--- config.mk ---
export PLATFORM = sky130hd
export DESIGN_NAME = video_stream_sink_flat
export DESIGN_NICKNAME = d
export VERILOG_FILES = /design/src/rtl/video_stream_sink_if.sv /design/src/rtl/video_stream_sink.sv /design/src/flat_wrapper.sv
export SDC_FILE = /design/constraint.sdc
export NUM_CORES = 1
export LEC_CHECK = 0
export BUFFER_PORTS_ARGS = -buffer_cell sky130_fd_sc_hd__clkbuf_2
export CORE_ASPECT_RATIO = 0.6
export CORE_MARGIN = 2
export CORE_UTILIZATION = 54
export DETAILED_ROUTE_END_ITERATION = 6
export GPL_ROUTABILITY_DRIVEN = 0
export PLACE_DENSITY = 0.82
export SKIP_CTS_REPAIR_TIMING = 1
export SYNTH_ARGS = -nofsm -noshare
export SYNTH_HDL_FRONTEND = slang
export SYNTH_SLANG_ARGS = --single-unit
export TNS_END_PERCENT = 20
--- constraint.sdc ---
create_clock -name clk_sys -period 3.3 [get_ports clk_sys]
set_input_delay 0.33 -clock clk_sys [delete_from_list [all_inputs] [get_ports clk_sys]]
set_output_delay 0.33 -clock clk_sys [all_outputs]
set_load 0.01 [all_outputs]
--- src/rtl/video_stream_sink_if.sv ---
// Pixel stream from the video mux plus the line buffer write port of video_stream_sink.
interface video_stream_sink_if #(
  parameter int ADDR_W = 9
);
  logic              pix_ce;
  logic              hblank;
  logic              vblank;
  logic              hsync;
  logic              vsync;
  logic [7:0]        red;
  logic [7:0]        green;
  logic [7:0]        blue;
  logic              wr_en;
  logic [ADDR_W-1:0] wr_addr;
  logic [8:0]        wr_line;
  logic [23:0]       wr_data;

  modport master (
    output pix_ce, hblank, vblank, hsync, vsync, red, green, blue,
    input  wr_en, wr_addr, wr_line, wr_data
  );

  modport slave (
    input  pix_ce, hblank, vblank, hsync, vsync, red, green, blue,
    output wr_en, wr_addr, wr_line, wr_data
  );
endinterface

--- src/rtl/video_stream_sink.sv ---
// Video stream receiver: writes active pixels to a line buffer and measures frame geometry.
// Define VIDEO_STREAM_SINK_SIG_EN to build the per-frame signature accumulator.
module video_stream_sink #(
  parameter int ADDR_W    = 9,
  parameter int PAL_LINES = 288
) (
  input  logic               clk_sys,
  input  logic               reset,
  video_stream_sink_if.slave vid,
  output logic               line_done,
  output logic               frame_done,
  output logic [ADDR_W:0]    meas_width,
  output logic [8:0]         meas_height,
  output logic [9:0]         meas_total,
  output logic               pal_detect,
  output logic               stable,
  output logic [15:0]        frame_sig
);

  typedef enum logic [0:0] {ST_IDLE = 1'b0, ST_RUN = 1'b1} state_t;

  localparam logic [9:0]      PAL_TH    = 10'(PAL_LINES);
  localparam logic [ADDR_W:0] HCNT_ZERO = {(ADDR_W+1){1'b0}};
  localparam logic [ADDR_W:0] HCNT_ONE  = {{ADDR_W{1'b0}}, 1'b1};

  state_t            state_r;
  state_t            state_nxt_s;
  logic              prev_hblank_r;
  logic              prev_hsync_r;
  logic              prev_vsync_r;
  logic [ADDR_W:0]   hcnt_r;
  logic [8:0]        vcnt_r;
  logic [9:0]        tcnt_r;
  logic [ADDR_W:0]   snap_width_r;
  logic              wr_en_r;
  logic [ADDR_W-1:0] wr_addr_r;
  logic [8:0]        wr_line_r;
  logic [23:0]       wr_data_r;

  logic              run_s;
  logic              hb_rise_s;
  logic              hs_rise_s;
  logic              vs_rise_s;
  logic              wr_ok_s;
  logic              line_end_s;
  logic              same_s;
  logic              nonzero_s;
  logic [ADDR_W:0]   width_new_s;
  logic [8:0]        vcnt_new_s;
  logic [9:0]        tcnt_new_s;

  assign vid.wr_en   = wr_en_r;
  assign vid.wr_addr = wr_addr_r;
  assign vid.wr_line = wr_line_r;
  assign vid.wr_data = wr_data_r;

  // Edge detection and counter values after this sample's line end and hsync (line end first).
  always_comb begin
    run_s      = (state_r == ST_RUN);
    hb_rise_s  = vid.pix_ce & vid.hblank & ~prev_hblank_r;
    hs_rise_s  = vid.pix_ce & vid.hsync & ~prev_hsync_r;
    vs_rise_s  = vid.pix_ce & vid.vsync & ~prev_vsync_r;
    wr_ok_s    = run_s & vid.pix_ce & ~vid.hblank & ~vid.vblank & ~hcnt_r[ADDR_W];
    line_end_s = run_s & hb_rise_s & ~vid.vblank & (hcnt_r != HCNT_ZERO);
    if (line_end_s) begin
      width_new_s = hcnt_r;
      vcnt_new_s  = (vcnt_r == 9'd511) ? vcnt_r : vcnt_r + 9'd1;
    end else begin
      width_new_s = meas_width;
      vcnt_new_s  = vcnt_r;
    end
    if (run_s && hs_rise_s) begin
      tcnt_new_s = (tcnt_r == 10'd1023) ? tcnt_r : tcnt_r + 10'd1;
    end else begin
      tcnt_new_s = tcnt_r;
    end
    same_s    = (width_new_s == snap_width_r) && (vcnt_new_s == meas_height) &&
                (tcnt_new_s == meas_total);
    nonzero_s = (width_new_s != HCNT_ZERO) || (vcnt_new_s != 9'd0) || (tcnt_new_s != 10'd0);
  end

  // Next state: leave IDLE on the first vsync rising edge and stay in RUN until reset.
  always_comb begin
    state_nxt_s = state_r;
    case (state_r)
      ST_IDLE: begin
        if (vs_rise_s) state_nxt_s = ST_RUN;
        else           state_nxt_s = ST_IDLE;
      end
      ST_RUN:  state_nxt_s = ST_RUN;
      default: state_nxt_s = ST_IDLE;
    endcase
  end

  // State register.
  always_ff @(posedge clk_sys) begin
    if (reset) state_r <= ST_IDLE;
    else       state_r <= state_nxt_s;
  end

  // Edge history, counters, line buffer write port and latched geometry.
  always_ff @(posedge clk_sys) begin
    if (reset) begin
      prev_hblank_r <= 1'b0;
      prev_hsync_r  <= 1'b0;
      prev_vsync_r  <= 1'b0;
      hcnt_r        <= HCNT_ZERO;
      vcnt_r        <= 9'd0;
      tcnt_r        <= 10'd0;
      snap_width_r  <= HCNT_ZERO;
      wr_en_r       <= 1'b0;
      wr_addr_r     <= {ADDR_W{1'b0}};
      wr_line_r     <= 9'd0;
      wr_data_r     <= 24'd0;
      line_done     <= 1'b0;
      frame_done    <= 1'b0;
      meas_width    <= HCNT_ZERO;
      meas_height   <= 9'd0;
      meas_total    <= 10'd0;
      pal_detect    <= 1'b0;
      stable        <= 1'b0;
    end else begin
      wr_en_r    <= 1'b0;
      line_done  <= 1'b0;
      frame_done <= 1'b0;
      if (vid.pix_ce) begin
        prev_hblank_r <= vid.hblank;
        prev_hsync_r  <= vid.hsync;
        prev_vsync_r  <= vid.vsync;
      end
      // hcnt stops at 2^ADDR_W, so pixels past the buffer are dropped without a write.
      if (wr_ok_s) begin
        wr_en_r   <= 1'b1;
        wr_addr_r <= hcnt_r[ADDR_W-1:0];
        wr_line_r <= vcnt_r;
        wr_data_r <= {vid.red, vid.green, vid.blue};
        hcnt_r    <= hcnt_r + HCNT_ONE;
      end
      if (line_end_s) begin
        line_done  <= 1'b1;
        meas_width <= hcnt_r;
        hcnt_r     <= HCNT_ZERO;
      end
      vcnt_r <= vcnt_new_s;
      tcnt_r <= tcnt_new_s;
      if (vs_rise_s) begin
        if (run_s) begin
          frame_done   <= 1'b1;
          meas_height  <= vcnt_new_s;
          meas_total   <= tcnt_new_s;
          pal_detect   <= (tcnt_new_s > PAL_TH);
          snap_width_r <= width_new_s;
          if (same_s && nonzero_s) stable <= 1'b1;
          else if (!same_s)        stable <= 1'b0;
        end
        hcnt_r <= HCNT_ZERO;
        vcnt_r <= 9'd0;
        tcnt_r <= 10'd0;
      end
    end
  end

`ifdef VIDEO_STREAM_SINK_SIG_EN
  logic [15:0] acc_r;

  function automatic logic [15:0] sig_step(input logic [15:0] acc, input logic [7:0] r,
                                           input logic [7:0] g, input logic [7:0] b);
    return {acc[14:0], acc[15]} ^ {r ^ b, g};
  endfunction

  // Signature over the accepted writes of a frame; also cleared on entry to RUN.
  always_ff @(posedge clk_sys) begin
    if (reset) begin
      acc_r     <= 16'd0;
      frame_sig <= 16'd0;
    end else if (vs_rise_s) begin
      if (run_s) frame_sig <= acc_r;
      acc_r <= 16'd0;
    end else if (wr_ok_s) begin
      acc_r <= sig_step(acc_r, vid.red, vid.green, vid.blue);
    end
  end
`else
  assign frame_sig = 16'd0;
`endif

endmodule

--- src/flat_wrapper.sv ---
// flat-port wrapper written by rule: the top's interface ports become plain ports
module video_stream_sink_flat 
#(
  parameter int ADDR_W    = 9,
  parameter int PAL_LINES = 288
)
  (clk_sys, reset, line_done, frame_done, meas_width, meas_height, meas_total, pal_detect, stable, frame_sig, vid_pix_ce, vid_hblank, vid_vblank, vid_hsync, vid_vsync, vid_red, vid_green, vid_blue, vid_wr_en, vid_wr_addr, vid_wr_line, vid_wr_data);
  video_stream_sink_if #(.ADDR_W(ADDR_W)) vid_i ();
  input  logic clk_sys;
  input  logic reset;
  output logic line_done;
  output logic frame_done;
  output logic [ADDR_W:0] meas_width;
  output logic [8:0] meas_height;
  output logic [9:0] meas_total;
  output logic pal_detect;
  output logic stable;
  output logic [15:0] frame_sig;
  input wire logic [$bits(vid_i.pix_ce)-1:0] vid_pix_ce;
  input wire logic [$bits(vid_i.hblank)-1:0] vid_hblank;
  input wire logic [$bits(vid_i.vblank)-1:0] vid_vblank;
  input wire logic [$bits(vid_i.hsync)-1:0] vid_hsync;
  input wire logic [$bits(vid_i.vsync)-1:0] vid_vsync;
  input wire logic [$bits(vid_i.red)-1:0] vid_red;
  input wire logic [$bits(vid_i.green)-1:0] vid_green;
  input wire logic [$bits(vid_i.blue)-1:0] vid_blue;
  output wire logic [$bits(vid_i.wr_en)-1:0] vid_wr_en;
  output wire logic [$bits(vid_i.wr_addr)-1:0] vid_wr_addr;
  output wire logic [$bits(vid_i.wr_line)-1:0] vid_wr_line;
  output wire logic [$bits(vid_i.wr_data)-1:0] vid_wr_data;
  assign vid_i.pix_ce = vid_pix_ce;
  assign vid_i.hblank = vid_hblank;
  assign vid_i.vblank = vid_vblank;
  assign vid_i.hsync = vid_hsync;
  assign vid_i.vsync = vid_vsync;
  assign vid_i.red = vid_red;
  assign vid_i.green = vid_green;
  assign vid_i.blue = vid_blue;
  assign vid_wr_en = vid_i.wr_en;
  assign vid_wr_addr = vid_i.wr_addr;
  assign vid_wr_line = vid_i.wr_line;
  assign vid_wr_data = vid_i.wr_data;
  video_stream_sink #(.ADDR_W(ADDR_W), .PAL_LINES(PAL_LINES)) u_core (.clk_sys(clk_sys), .reset(reset), .vid(vid_i), .line_done(line_done), .frame_done(frame_done), .meas_width(meas_width), .meas_height(meas_height), .meas_total(meas_total), .pal_detect(pal_detect), .stable(stable), .frame_sig(frame_sig));
endmodule
==> metrics.md <==
| Metric | Value |
|---|---|
| Via count | `5294` |
| Nets | `802` |
| Htree depth | `4` |
| Die Width | `between 100 and 150 µm` |
| Hold crit path type | `in -> reg` |
| DR iter-0 viols | `666` |
| Final Cell Area | `~6700 µm²` |
| R2r setup slk | `between 100 and 150 ps` |
| Port bufs | `106` |
| Grt ovf | `0` |
| Worst Max-Slew Pin Slew | `approximately 900 ps` |
| Post-Place Setup Slack | `roughly 170 ps` |
| Cell Count, Final, Fillers Out | `913` |
| Status | `finished, final reports clean` |
| Post-synth EDFFs | `0` |
| Wire length per cell | `about 17 µm` |
| Slew Viols, Final | `0` |
| Final worst slack | `136 ps` |
| # setup viols final | `0` |
| Root buf cell | `clkbuf_16` |
| Distinct cells, synth | `between 60 and 70` |
| Ys async rst share | `0%` |
| Rows | `28` |
| Final hold violation count | `0` |
| Max VDD drop | `0.467 mV` |
| Fillers | `759` |
| Crit share post-route | `between 90 and 100%` |
| Worst Path Required | `3610 ps` |
| Setup TNS | `0 ps` |
| Part of the power in registers | `43.8%` |
| Clk sinks | `roughly 120` |
| Internal | `~2.6 mW` |
| Final worst path period need | `between 3000 and 4000 ps` |
| Maximum number of pins on one net before global-route repair | `91` |
| Yosys top cell area share | `between 40% and 50%` |
| Share of the core filled with cells | `between 60% and 70%` |
| Post-DP Area | `between 6000 and 7000 µm²` |
| Maxcap violations | `0` |
| Comb pwr share | `under 10%` |
| Worst slew margin | `38.5%` |
| Element type at the critical path start | `flip-flop` |
| Residual DRC count | `0` |
| Seq/Total Area, Yosys | `between 40% and 50%` |
| Final ANT Viol Nets | `0` |
| Final Power | `~3.4 mW` |
| Leakage power | `around 2.6 nW` |
| Switch share | `21.9%` |
| Max Clock Skew | `just under 8 ps` |
| Initial antenna violation count | `0` |
| Slowest library cell on the worst path | `dfxtp_1` |
| Layout area overhead | `23.1%` |
| Fmax | `between 0.3 and 0.4 GHz` |
| Worst hold path depth | `3` |
| Crit path kind | `reg -> reg` |
| Share of layout cells above drive strength 1 | `between 20 and 25%` |
| DR vias/cell | `slightly below 6` |
| Avg Cell Area, Syn | `8.20 µm²` |
| CP endpoint kind | `flip-flop` |
| CP max stage delay | `approximately 450 ps` |
| Initial Utilization | `between 50% and 60%` |
| TritonCTS Buffers | `17` |
| Synth top cells by count | `dfxtp_1 (119), nand2_1 (108), nor2_1 (91), a21oi_1 (61), clkbuf_1 (32)` |
| Post-Place Cells | `slightly below 900` |
| CTS tree | `built` |
| Arr. time, crit path | `3470 ps` |
| Count leader, synth | `dfxtp_1` |
| Die footprint | `10900 µm²` |
| Worst flop-to-flop path startpoint | `u_core.tcnt_r[1]` |
| Hold WS | `between 100 and 150 ps` |
| Cell family with most CP delay | `simple AND/OR/NAND/NOR gates` |
| Clock power share | `52.0%` |
| Synth Warn # | `0` |
| GRT Overall Usage | `~28%` |
| CP max FO | `8` |
| Area leader, netlist | `dfxtp_1` |
| Post-Syn Area | `between 5000 and 6000 µm²` |
| CP Buf/Inv Count | `0` |
| First-pass GRT wire length | `~24 mm` |
| Hold endpoint | `u_core.vid.wr_data[12]` |
| Routed wire length | `between 15 and 20 mm` |
| Crit path cell chain | `ha_2, nand3_2, nor4_2, o32ai_1, or3_1, nor4_1, nand4_1, or4_1, a221oi_1` |
| DR pass1 iterations | `7` |
| RSZ-0062 raised after global routing | `no` |
| R2r endpoint | `u_core.stable` |
| Ports | `approximately 120` |
| Clk Latency, worst-skew pair | `between 400 and 500 ps` |
| Total of flip-flops plus latches after synthesis | `119` |
| Switching power | `0.736 mW` |
| Longest Clk Path Bufs | `2` |
| Vias in the first global route | `4871` |
| Clk slew on worst S/H paths | `approximately 50 ps` |
| Power per cell area | `approximately 500 nW/µm²` |
| Ant. Diodes | `0` |
| Worst reg2reg path depth | `9` |
| Dpl hpwl | `about 11 mm` |
| Dominant synthesized flop cell | `dfxtp_1` |
| Syn Inst Count | `~660` |
| Core Area | `between 9000 and 10000 µm²` |
| Synth area leaders | `dfxtp_1 (44%), nand2_1 (7.5%), nor2_1 (6.3%), a21oi_1 (5.6%), xnor2_1 (3.6%)` |
| Die Span Y | `between 80 and 90 µm` |
| Worst hold start | `vid_green[4]` |
-- final cells by class --
class	instances	area (µm²)	share of cell area, %
clock inverter	10	106	1.59
clock buffer	20	447	6.69
multi-input combinational	485	2820	42.2
sequential	119	2380	35.7
timing repair buffer	128	696	10.4
tap	135	169	2.53
inverter	16	60.1	0.899
-- worst max path at each step --
stage                     slack (ps)             start             to  depth (start not counted)
after floorplan                  530  u_core.hcnt_r[4]  u_core.stable                         10
after global placement           180        vid_pix_ce  u_core.stable                         11
after detailed placement         170  u_core.tcnt_r[1]  u_core.stable                          9
after CTS                         60  u_core.tcnt_r[1]  u_core.stable                          9
after global routing             0.3  u_core.tcnt_r[1]  u_core.stable                          9
final                            140  u_core.tcnt_r[1]  u_core.stable                          9
-- flip-flops by register name (all words and copies together) (netlist names), 9 cells and up --
signal / count
u_core.tcnt_r: 10
u_core.meas_height: 9
u_core.vid.wr_line: 9
u_core.vid.wr_data: 24
u_core.snap_width_r: 10
u_core.meas_total: 10
u_core.meas_width: 10
u_core.vid.wr_addr: 9
u_core.hcnt_r: 10
u_core.vcnt_r: 9
-- kinds of logic after synthesis --
group / Yosys count / synth area share [%]
simple gates: 280 / 23.8
compound gates: 137 / 16.6
flops: 119 / 43.9
buf+inv: 73 / 6.48
xor+xnor: 36 / 5.81
mux: 12 / 2.37
fa+ha+maj: 4 / 0.922
other cells: 1 / 0.0691
-- metal layers --
layer	vias up	wire length, µm	global-route usage [%]
met5	-	0	0
met4	0	178	10.2
met3	20	1630	8.83
met2	300	6570	42.1
met1	2487	6910	38.7
li1	2487	-	-
-- placed cells by master, fill, tap and decap left out, types with 8 or more instances in the layout --
cell type | synthesis | routed
dfxtp_1 | 119 | 119
nand2_1 | 108 | 108
clkbuf_2 | 0 | 105
nor2_1 | 91 | 91
a21oi_1 | 61 | 61
a211oi_1 | 23 | 23
xnor2_1 | 22 | 22
buf_4 | 17 | 22
clkbuf_16 | 0 | 17
inv_1 | 16 | 16
conb_1 | 1 | 16
xor2_1 | 14 | 14
nand4_1 | 11 | 11
nor3_1 | 13 | 11
a22oi_1 | 9 | 9
mux2i_1 | 9 | 9
nand3_1 | 8 | 8
-- power groups by stage --
| stage | Combinational (mW) | Clock (mW) | Sequential, mW |
|---|---|---|---|
| after floorplan | 0.0998 | 0 | 1.50 |
| after detailed placement | 0.136 | 0 | 1.50 |
| after global routing | 0.154 | 1.82 | 1.47 |
| after global placement | 0.133 | 0 | 1.50 |
| after CTS | 0.137 | 1.75 | 1.47 |
| final | 0.140 | 1.74 | 1.47 |
-- worst reg2reg max path: cells and delay by family, from the launching register on --
family / cells / cell delay, ps
compound gates: 2 / 430
simple gates: 6 / 1880
flops: 1 / 450
fa+ha+maj: 1 / 310
Power figures use the tool's default switching activity.
